$ cat src/rtl/fetch_unit.sv
// rtl/fetch_unit.sv - two-state FETCH/EXEC instruction fetch unit with PC sequencing (optional FETCH_PERF_EN retired counter)
module fetch_unit #(
    parameter logic [31:0] RESET_PC = 32'h0000_0000
) (
    input  logic        clk,
    input  logic        reset,
    input  logic        pcsrc,
    input  logic        jump,
    input  logic [31:0] signimm,
    output logic        imem_req,
    output logic [31:0] imem_addr,
    input  logic [31:0] imem_rdata,
    input  logic        imem_ready,
    output logic [31:0] instr,
    output logic        instr_valid,
    input  logic        ex_done,
`ifdef FETCH_PERF_EN
    output logic [31:0] perf_retired,
`endif
    output logic [31:0] pc,
    output logic [31:0] pcplus4
);

    typedef enum logic {
        FETCH = 1'b0,
        EXEC  = 1'b1
    } state_t;

    // Low two bits are forced to zero so a misaligned parameter can never
    // produce an unaligned fetch address.
    localparam logic [31:0] RESET_PC_ALIGNED = {RESET_PC[31:2], 2'b00};

    state_t      state;
    logic [31:0] pc_q;
    logic [31:0] instr_q;
    logic        imem_req_q;
    logic        instr_valid_q;

    logic [31:0] branch_offset;
    logic [31:0] branch_target;
    logic [31:0] jump_target;
    logic [31:0] next_pc;
    logic        retire;

    assign pc          = pc_q;
    assign imem_addr   = pc_q;
    assign instr       = instr_q;
    assign imem_req    = imem_req_q;
    assign instr_valid = instr_valid_q;

    // An instruction retires only when the datapath finishes it while held;
    // ex_done seen during FETCH is meaningless and must not move the PC.
    assign retire = (state == EXEC) && ex_done;

    // Successor PC selection; all arithmetic wraps naturally at 32 bits and
    // every source keeps bits [1:0] at zero.
    always_comb begin
        pcplus4       = pc_q + 32'd4;
        branch_offset = signimm << 2;
        branch_target = pcplus4 + branch_offset;
        jump_target   = {pcplus4[31:28], instr_q[25:0], 2'b00};
        next_pc       = pcplus4;
        if (jump) begin
            next_pc = jump_target;
        end else if (pcsrc) begin
            next_pc = branch_target;
        end
    end

    // FETCH/EXEC sequencer with registered handshake outputs; reset wins over
    // any same-cycle imem_ready or ex_done.
    always_ff @(posedge clk) begin
        if (reset) begin
            state         <= FETCH;
            pc_q          <= RESET_PC_ALIGNED;
            instr_q       <= 32'h0000_0000;
            imem_req_q    <= 1'b1;
            instr_valid_q <= 1'b0;
        end else begin
            case (state)
                FETCH: begin
                    if (imem_ready) begin
                        instr_q       <= imem_rdata;
                        state         <= EXEC;
                        imem_req_q    <= 1'b0;
                        instr_valid_q <= 1'b1;
                    end
                end
                EXEC: begin
                    if (ex_done) begin
                        pc_q          <= next_pc;
                        state         <= FETCH;
                        imem_req_q    <= 1'b1;
                        instr_valid_q <= 1'b0;
                    end
                end
                default: begin
                    state         <= FETCH;
                    imem_req_q    <= 1'b1;
                    instr_valid_q <= 1'b0;
                end
            endcase
        end
    end

`ifdef FETCH_PERF_EN
    // Count of retired instructions, free-running modulo 2^32.
    always_ff @(posedge clk) begin
        if (reset) begin
            perf_retired <= 32'h0000_0000;
        end else if (retire) begin
            perf_retired <= perf_retired + 32'd1;
        end
    end
`endif

endmodule

$ cat config.mk
export PLATFORM = sky130hd
export DESIGN_NAME = fetch_unit
export DESIGN_NICKNAME = d
export VERILOG_FILES = /design/src/rtl/fetch_unit.sv
export SDC_FILE = /design/constraint.sdc
export NUM_CORES = 1
export LEC_CHECK = 0
export ABC_CLOCK_PERIOD_IN_PS = 7980
export CAP_MARGIN = 20
export CORE_MARGIN = 1.5
export CORE_UTILIZATION = 49
export CTS_CLUSTER_DIAMETER = 80
export CTS_CLUSTER_SIZE = 20
export DETAILED_ROUTE_END_ITERATION = 8
export PLACE_DENSITY = 0.94
export SLEW_MARGIN = 20
export SYNTH_ARGS = -nofsm -noshare
export SYNTH_HDL_FRONTEND = slang
export SYNTH_SLANG_ARGS = --single-unit
$ cat constraint.sdc
create_clock -name clk -period 7.98 [get_ports clk]
set_input_delay 1.197 -clock clk [delete_from_list [all_inputs] [get_ports clk]]
set_output_delay 1.197 -clock clk [all_outputs]
set_load 0.05 [all_outputs]
==> results of run 1 <==
[layout make-up]
type | instances | area share (%)
tap | 136 | 2.36
clock inverter | 6 | 0.815
clock buffer | 10 | 1.77
timing repair buffer | 198 | 27.2
sequential | 65 | 18.0
multi-input combinational | 567 | 49.3
inverter | 10 | 0.520
[worst paths after layout]
check                                                  end
worst max-delay path                           pcplus4[24]
worst min register to register       imem_req$_SDFFE_PP1P_
worst min-delay path                 imem_req$_SDFFE_PP1P_
worst max register to register  imem_addr[31]$_SDFFE_PP0P_
[cells in the final DEF (no fill, tap or decap), types with 17 or more instances in the layout]
cell and instances:
clkdlybuf4s50_1 190, nand2_1 120, a21oi_1 78, dfxtp_1 65
nor2_1 54, ha_1 36, o21ai_0 32, xnor2_1 28
xor2_1 19, nand3_1 17
[critical path, stage by stage, from the launching register on]
cell	delay, ns
dfxtp_1	0.45
ha_1	0.25
and4_1	0.30
nand4_1	0.25
nor2_1	0.35
nand2_1	0.12
xnor2_1	0.41
clkdlybuf4s50_1	0.90
[power breakdown]
group	total, µW	switching [µW]	internal, µW
clock	272	129	143
sequential	363	21.8	341
combinational	370	234	136
total	1010	385	620
[registers in the layout, summed over array words and instances, names as in the netlist]
| name | cells |
|---|---|
| instr | 32 |
| imem_addr | 30 |
| imem_req | 1 |
| instr_valid | 1 |
| state | 1 |
[layer usage]
layer  part of all wire [%]  GRT usage, %  vias up
met1                     40          40.5     2676
met4                    3.8          13.0        0
li1                       -             -     2802
met2                     45          44.8      378
met5                      0             0        -
met3                     12          7.29       60
[metrics by stage]
stage	total power [µW]	hold slack (ns)	setup slack, ns
floorplan	612	0.489	3.01
global placement	728	0.433	3.28
detailed placement	733	0.435	3.23
CTS	1000	0.449	3.46
global route	1050	0.474	3.17
finish	1010	0.448	3.41
[kinds of logic after synthesis]
| kind of cell | Yosys count |
|---|---|
| AO/OA/AOI/OAI | 206 |
| AND/OR/NAND/NOR | 264 |
| XOR/XNOR | 47 |
| other | 1 |
| flip-flops | 65 |
| multiplexers | 7 |
| buffers and inverters | 85 |
| adder cells (fa/ha/maj) | 37 |
==> flow_metrics.env, run 1 <==
export IMPL_required_ns=6.78
export IMPL_async_flop_share_pct=0
export IMPL_yosys_area_top_type="dfxtp_1"
export IMPL_synth_top_area_share_pct=24.6
export IMPL_insertion_delay_ns=0.35
export IMPL_fill_cells=825
export IMPL_pin_count=200
export IMPL_port_buffers=191
export IMPL_status="completed"
export IMPL_cts_root_buf="clkbuf_8"
export IMPL_ys_warn_count=0
export IMPL_fp_row_count=37
export IMPL_drt_total_wl_um=17400
export IMPL_utilization_pct=69.2
export IMPL_cts_hold_buf=0
export IMPL_cts_resized=0
export IMPL_hold_path_depth=2
export IMPL_period_needed_ns=4.57
export IMPL_clk_pin_slew_ns=0.07
export IMPL_final_nets=958
export IMPL_min_period_over_period_pct=57.3
export IMPL_r2r_cells=14
export IMPL_synth_area_um2=5300
export IMPL_track_usage_pct=29.8
export IMPL_cts_buffers=9
export IMPL_dp_hpwl_um=13300
export IMPL_avgSynthCellArea_um2=7.44
export IMPL_finClkSkew_ns=0.00483
export IMPL_ys_types=67
export IMPL_finalNonFillerCells=992
export IMPL_synth_compound_area_share_pct=25.5
export IMPL_synth_edf_count=0
export IMPL_maxSlewHeadroom_pct=29.7
export IMPL_synth_xor_area_share_pct=7.77
export IMPL_end_kind="output pin"
export IMPL_cts_tree="built"
export IMPL_p_per_area_nw_per_um2=139
export IMPL_fp_dieW_um=107
export IMPL_yosys_area_share_simple_pct=23.2
export IMPL_ys_seq_elements=65
export IMPL_cts_path_max_buffers=2
export IMPL_post_drt_via_cell_ratio=5.96
export IMPL_synthFlopType="dfxtp_1"
export IMPL_syn_to_final_growth_pct=36.2
export IMPL_synth_mux_area_share_pct=1.37
export IMPL_antenna_cells=0
export IMPL_drc=0
export IMPL_antenna_found_initial=0
export IMPL_hold_class="reg -> reg"
export IMPL_synth_most_common_cell="nand2_1"
export IMPL_dieArea_um2=11400
export IMPL_post_cts_buffers=0
export IMPL_ir_drop_mv=0.145
export IMPL_seq_area_frac_synth_pct=24.6
export IMPL_grt_pass1_vias=5294
export IMPL_synth_top_family_by_area="compound AO/OA/AOI/OAI gates"
export IMPL_rsz0062_at_grt="false"
export IMPL_synth_fa_ha_area_share_pct=8.88
export IMPL_synth_cells=712
export IMPL_hold_violations=0
export IMPL_cp_startpoint="imem_addr[2]$_SDFFE_PP0P_"
export IMPL_max_cap_violations=0
export IMPL_timing_rr_start="imem_addr[2]$_SDFFE_PP0P_"
export IMPL_worst_slew_pin_slew_ns=1.05
export IMPL_grt_max_degree=57
export IMPL_multi_input_area_um2=3560
export IMPL_finalMaxSlewViolations=0
export IMPL_start_util_pct=50.8
export IMPL_setup_violations_final=0
export IMPL_grt_pass1_wl_um=27100
export IMPL_gp_congestion=0.949
export IMPL_fmax_mhz=219
export IMPL_core_area_um2=10400
export IMPL_h_tree_depth=3
export IMPL_cp_max_fo=8
export IMPL_wl_per_cell_um=17.5
export IMPL_place_area_um2=7030
export IMPL_critPathKind="reg -> out"
export IMPL_drtIter0Drc=559
export IMPL_cp_start_kind="register"
export IMPL_num_vias=5916
export IMPL_synth_area_leaders="dfxtp_1 25%, ha_1 8.5%, nand2_1 8.5%"
export IMPL_cp_data_arrival_time_ns=3.38
export IMPL_regToRegSetupSlack_ns=3.57
export IMPL_synth_common_cells="120 x nand2_1, 78 x a21oi_1, 65 x dfxtp_1"
export IMPL_postRouteAntennaNets=0
export IMPL_die_h_um=107
export IMPL_clkSinkCount=65
export IMPL_drive_above_1_share_pct=4.21
export IMPL_p_leak_uw=0.00291
export IMPL_place_inst=976
export IMPL_hp_start="imem_req$_SDFFE_PP1P_"
export IMPL_drt_first_pass_iters=6
export IMPL_tns_ns=0
export IMPL_register_area_um2=1300
export IMPL_gr_total_overflow=0
export IMPL_final_area_um2=7210
No activity file was read; power rests on OpenSTA's default activity.
==> run 2, diff against run 1 <==
--- a/config.mk
+++ b/config.mk
@@ -5,14 +5,14 @@
 export SDC_FILE = /design/constraint.sdc
 export NUM_CORES = 1
 export LEC_CHECK = 0
-export ABC_CLOCK_PERIOD_IN_PS = 7980
+export ABC_CLOCK_PERIOD_IN_PS = 4180
 export CAP_MARGIN = 20
 export CORE_MARGIN = 1.5
-export CORE_UTILIZATION = 49
+export CORE_UTILIZATION = 41
 export CTS_CLUSTER_DIAMETER = 80
 export CTS_CLUSTER_SIZE = 20
 export DETAILED_ROUTE_END_ITERATION = 8
-export PLACE_DENSITY = 0.94
+export PLACE_DENSITY = 0.84
 export SLEW_MARGIN = 20
 export SYNTH_ARGS = -nofsm -noshare
 export SYNTH_HDL_FRONTEND = slang
==> constraint.sdc (replaced) <==
create_clock -name clk -period 4.18 [get_ports clk]
set_input_delay 0.627 -clock clk [delete_from_list [all_inputs] [get_ports clk]]
set_output_delay 0.627 -clock clk [all_outputs]
set_load 0.05 [all_outputs]
==> flow_metrics.env, run 2 (synthesis gave the netlist of run 1 again) <==
export IMPL_status="completed"
export IMPL_pin_count=200
export IMPL_maxSlewHeadroom_pct=36.1
export IMPL_largest_reg_flops=32
export IMPL_hp_start="imem_req$_SDFFE_PP1P_"
export IMPL_hold_path_depth=2
export IMPL_drtIter0Drc=622
export IMPL_drt_first_pass_iters=5
export IMPL_worstPathCellList="ha_1 > and4_1 > nand4_1 > nor2_2 > and3_1 > xor2_4 > ha_1 > a21o_1 > a21o_1 > a221o_1 > or4_1 > a21oi_1 > nor4_1 > o311ai_1 > mux2_1"
export IMPL_period_needed_ns=4.01
export IMPL_core_area_um2=12600
export IMPL_max_cap_violations=0
export IMPL_gp_congestion=0.924
export IMPL_hold_violations=0
export IMPL_cts_buffers=9
export IMPL_r2r_cells=15
export IMPL_fp_row_count=41
export IMPL_cts_path_max_buffers=2
export IMPL_place_inst=1033
export IMPL_cp_num_buf_inv=0
export IMPL_layout_common_cells="190 x clkdlybuf4s50_1, 120 x nand2_1, 78 x a21oi_1, 52 x nor2_1, 48 x dfxtp_1"
export IMPL_post_drt_via_cell_ratio=5.62
export IMPL_grt_max_degree=33
export IMPL_seqPwrFrac_pct=31.5
export IMPL_num_vias=5906
export IMPL_p_sw_uw=790
export IMPL_required_ns=4.39
export IMPL_drc=0
export IMPL_timing_rr_start="imem_addr[2]$_SDFFE_PP0P_"
export IMPL_combPwrFrac_pct=33.5
export IMPL_setup_violations_final=0
export IMPL_fmax_mhz=249
export IMPL_postRouteAntennaNets=0
export IMPL_die_h_um=117
export IMPL_insertion_delay_ns=0.33
export IMPL_min_period_over_period_pct=96.0
export IMPL_cts_hold_buf=0
export IMPL_swShare_pct=35.9
export IMPL_drt_total_wl_um=18400
export IMPL_place_area_um2=7460
export IMPL_utilization_pct=61.7
export IMPL_gr_total_overflow=0
export IMPL_end_kind="register"
export IMPL_finalMaxSlewViolations=0
export IMPL_drive_above_1_share_pct=11.1
export IMPL_intPower_uw=1410
export IMPL_antenna_found_initial=0
export IMPL_cp_start_kind="register"
export IMPL_cp_data_arrival_time_ns=4.22
export IMPL_cts_tree="built"
export IMPL_clkSinkCount=65
export IMPL_h_tree_depth=3
export IMPL_cp_startpoint="imem_addr[2]$_SDFFE_PP0P_"
export IMPL_ir_drop_mv=0.295
export IMPL_wl_per_cell_um=17.5
export IMPL_power_uw=2200
export IMPL_worst_slew_pin_slew_ns=0.959
export IMPL_r2r_end="imem_addr[31]$_SDFFE_PP0P_"
export IMPL_grt_pass1_vias=5353
export IMPL_start_util_pct=42.0
export IMPL_critPathKind="reg -> reg"
export IMPL_crit_slowest_cell="or4_1"
export IMPL_final_common_cell="clkdlybuf4s50_1"
export IMPL_p_per_area_nw_per_um2=283
export IMPL_antenna_cells=0
export IMPL_syn_to_final_growth_pct=46.9
export IMPL_finClkSkew_ns=0.00719
export IMPL_cts_root_buf="clkbuf_16"
export IMPL_final_area_um2=7780
export IMPL_final_nets=981
export IMPL_grt_pass1_wl_um=28400
export IMPL_clk_pin_slew_ns=0.06
export IMPL_track_usage_pct=26.8
export IMPL_port_buffers=191
export IMPL_dieArea_um2=13600
export IMPL_dp_hpwl_um=14300
export IMPL_fp_dieW_um=117
export IMPL_p_leak_uw=0.00319
export IMPL_cpLargestDelayFamily="simple AND/OR/NAND/NOR gates"
export IMPL_clkPwrFrac_pct=35.0
export IMPL_finalNonFillerCells=1051
export IMPL_cpPeakStageDelay_ns=0.40
export IMPL_regToRegSetupSlack_ns=0.17
export IMPL_hold_class="reg -> reg"
export IMPL_worst_hold_path_endpoint="imem_req$_SDFFE_PP1P_"
export IMPL_cp_max_fo=8
-- run 2: stage by stage --
stage                     TNS (ns)  hold slack, ns  worst slack, ns
after CTS                        0           0.454            0.148
after floorplan                  0           0.489          0.00217
final                            0           0.452            0.167
after detailed placement         0           0.447            0.169
after global placement           0           0.432            0.204
after global routing       -0.0135           0.477          -0.0135
-- run 2: layout make-up --
type / count / area (µm²)
multi-input cells: 567 / 3760
clock buffers: 10 / 239
inverters: 10 / 37.5
well taps: 172 / 215
fillers: 1150 / 4840
clock inverters: 6 / 66.3
repair buffers: 221 / 2130
flip-flops and latches: 65 / 1330
-- run 2: what timing repair did --
item	in CTS	in global routing
endpoints found under the setup margin	0	2
setup buffers	0	2
gates resized for setup	0	2
-- run 2: worst max-delay path by stage --
stage / to / slack, ns / cells after the start
CTS: imem_addr[31]$_SDFFE_PP0P_ / 0.15 / 15
global placement: imem_addr[28]$_SDFFE_PP0P_ / 0.20 / 11
global route: imem_addr[31]$_SDFFE_PP0P_ / -0.01 / 15
finish: imem_addr[31]$_SDFFE_PP0P_ / 0.17 / 15
detailed placement: imem_addr[31]$_SDFFE_PP0P_ / 0.17 / 15
floorplan: imem_addr[31]$_SDFFE_PP0P_ / 0.002 / 15
-- run 2: routing by layer --
| layer | global-route usage [%] | part of all wire [%] | vias up |
|---|---|---|---|
| met5 | 0 | 0 | - |
| met4 | 6.67 | 2.0 | 0 |
| met3 | 5.97 | 10 | 30 |
| met2 | 41.7 | 44 | 295 |
| met1 | 37.7 | 44 | 2722 |
| li1 | - | - | 2859 |
-- run 2: power by group through the flow --
stage	combinational, µW	sequential [µW]	clock (µW)
after floorplan	375	805	0
after global placement	721	705	0
after detailed placement	726	706	0
after CTS	730	693	775
after global routing	783	698	804
final	737	694	770
-- run 2: worst register-to-register path, cell delays in order, from the launching register on --
cell	delay, ns
dfxtp_4	0.38
ha_1	0.23
and4_1	0.25
nand4_1	0.25
nor2_2	0.24
and3_1	0.31
xor2_4	0.17
ha_1	0.31
a21o_1	0.21
a21o_1	0.18
a221o_1	0.30
or4_1	0.40
a21oi_1	0.13
nor4_1	0.07
o311ai_1	0.10
mux2_1	0.36
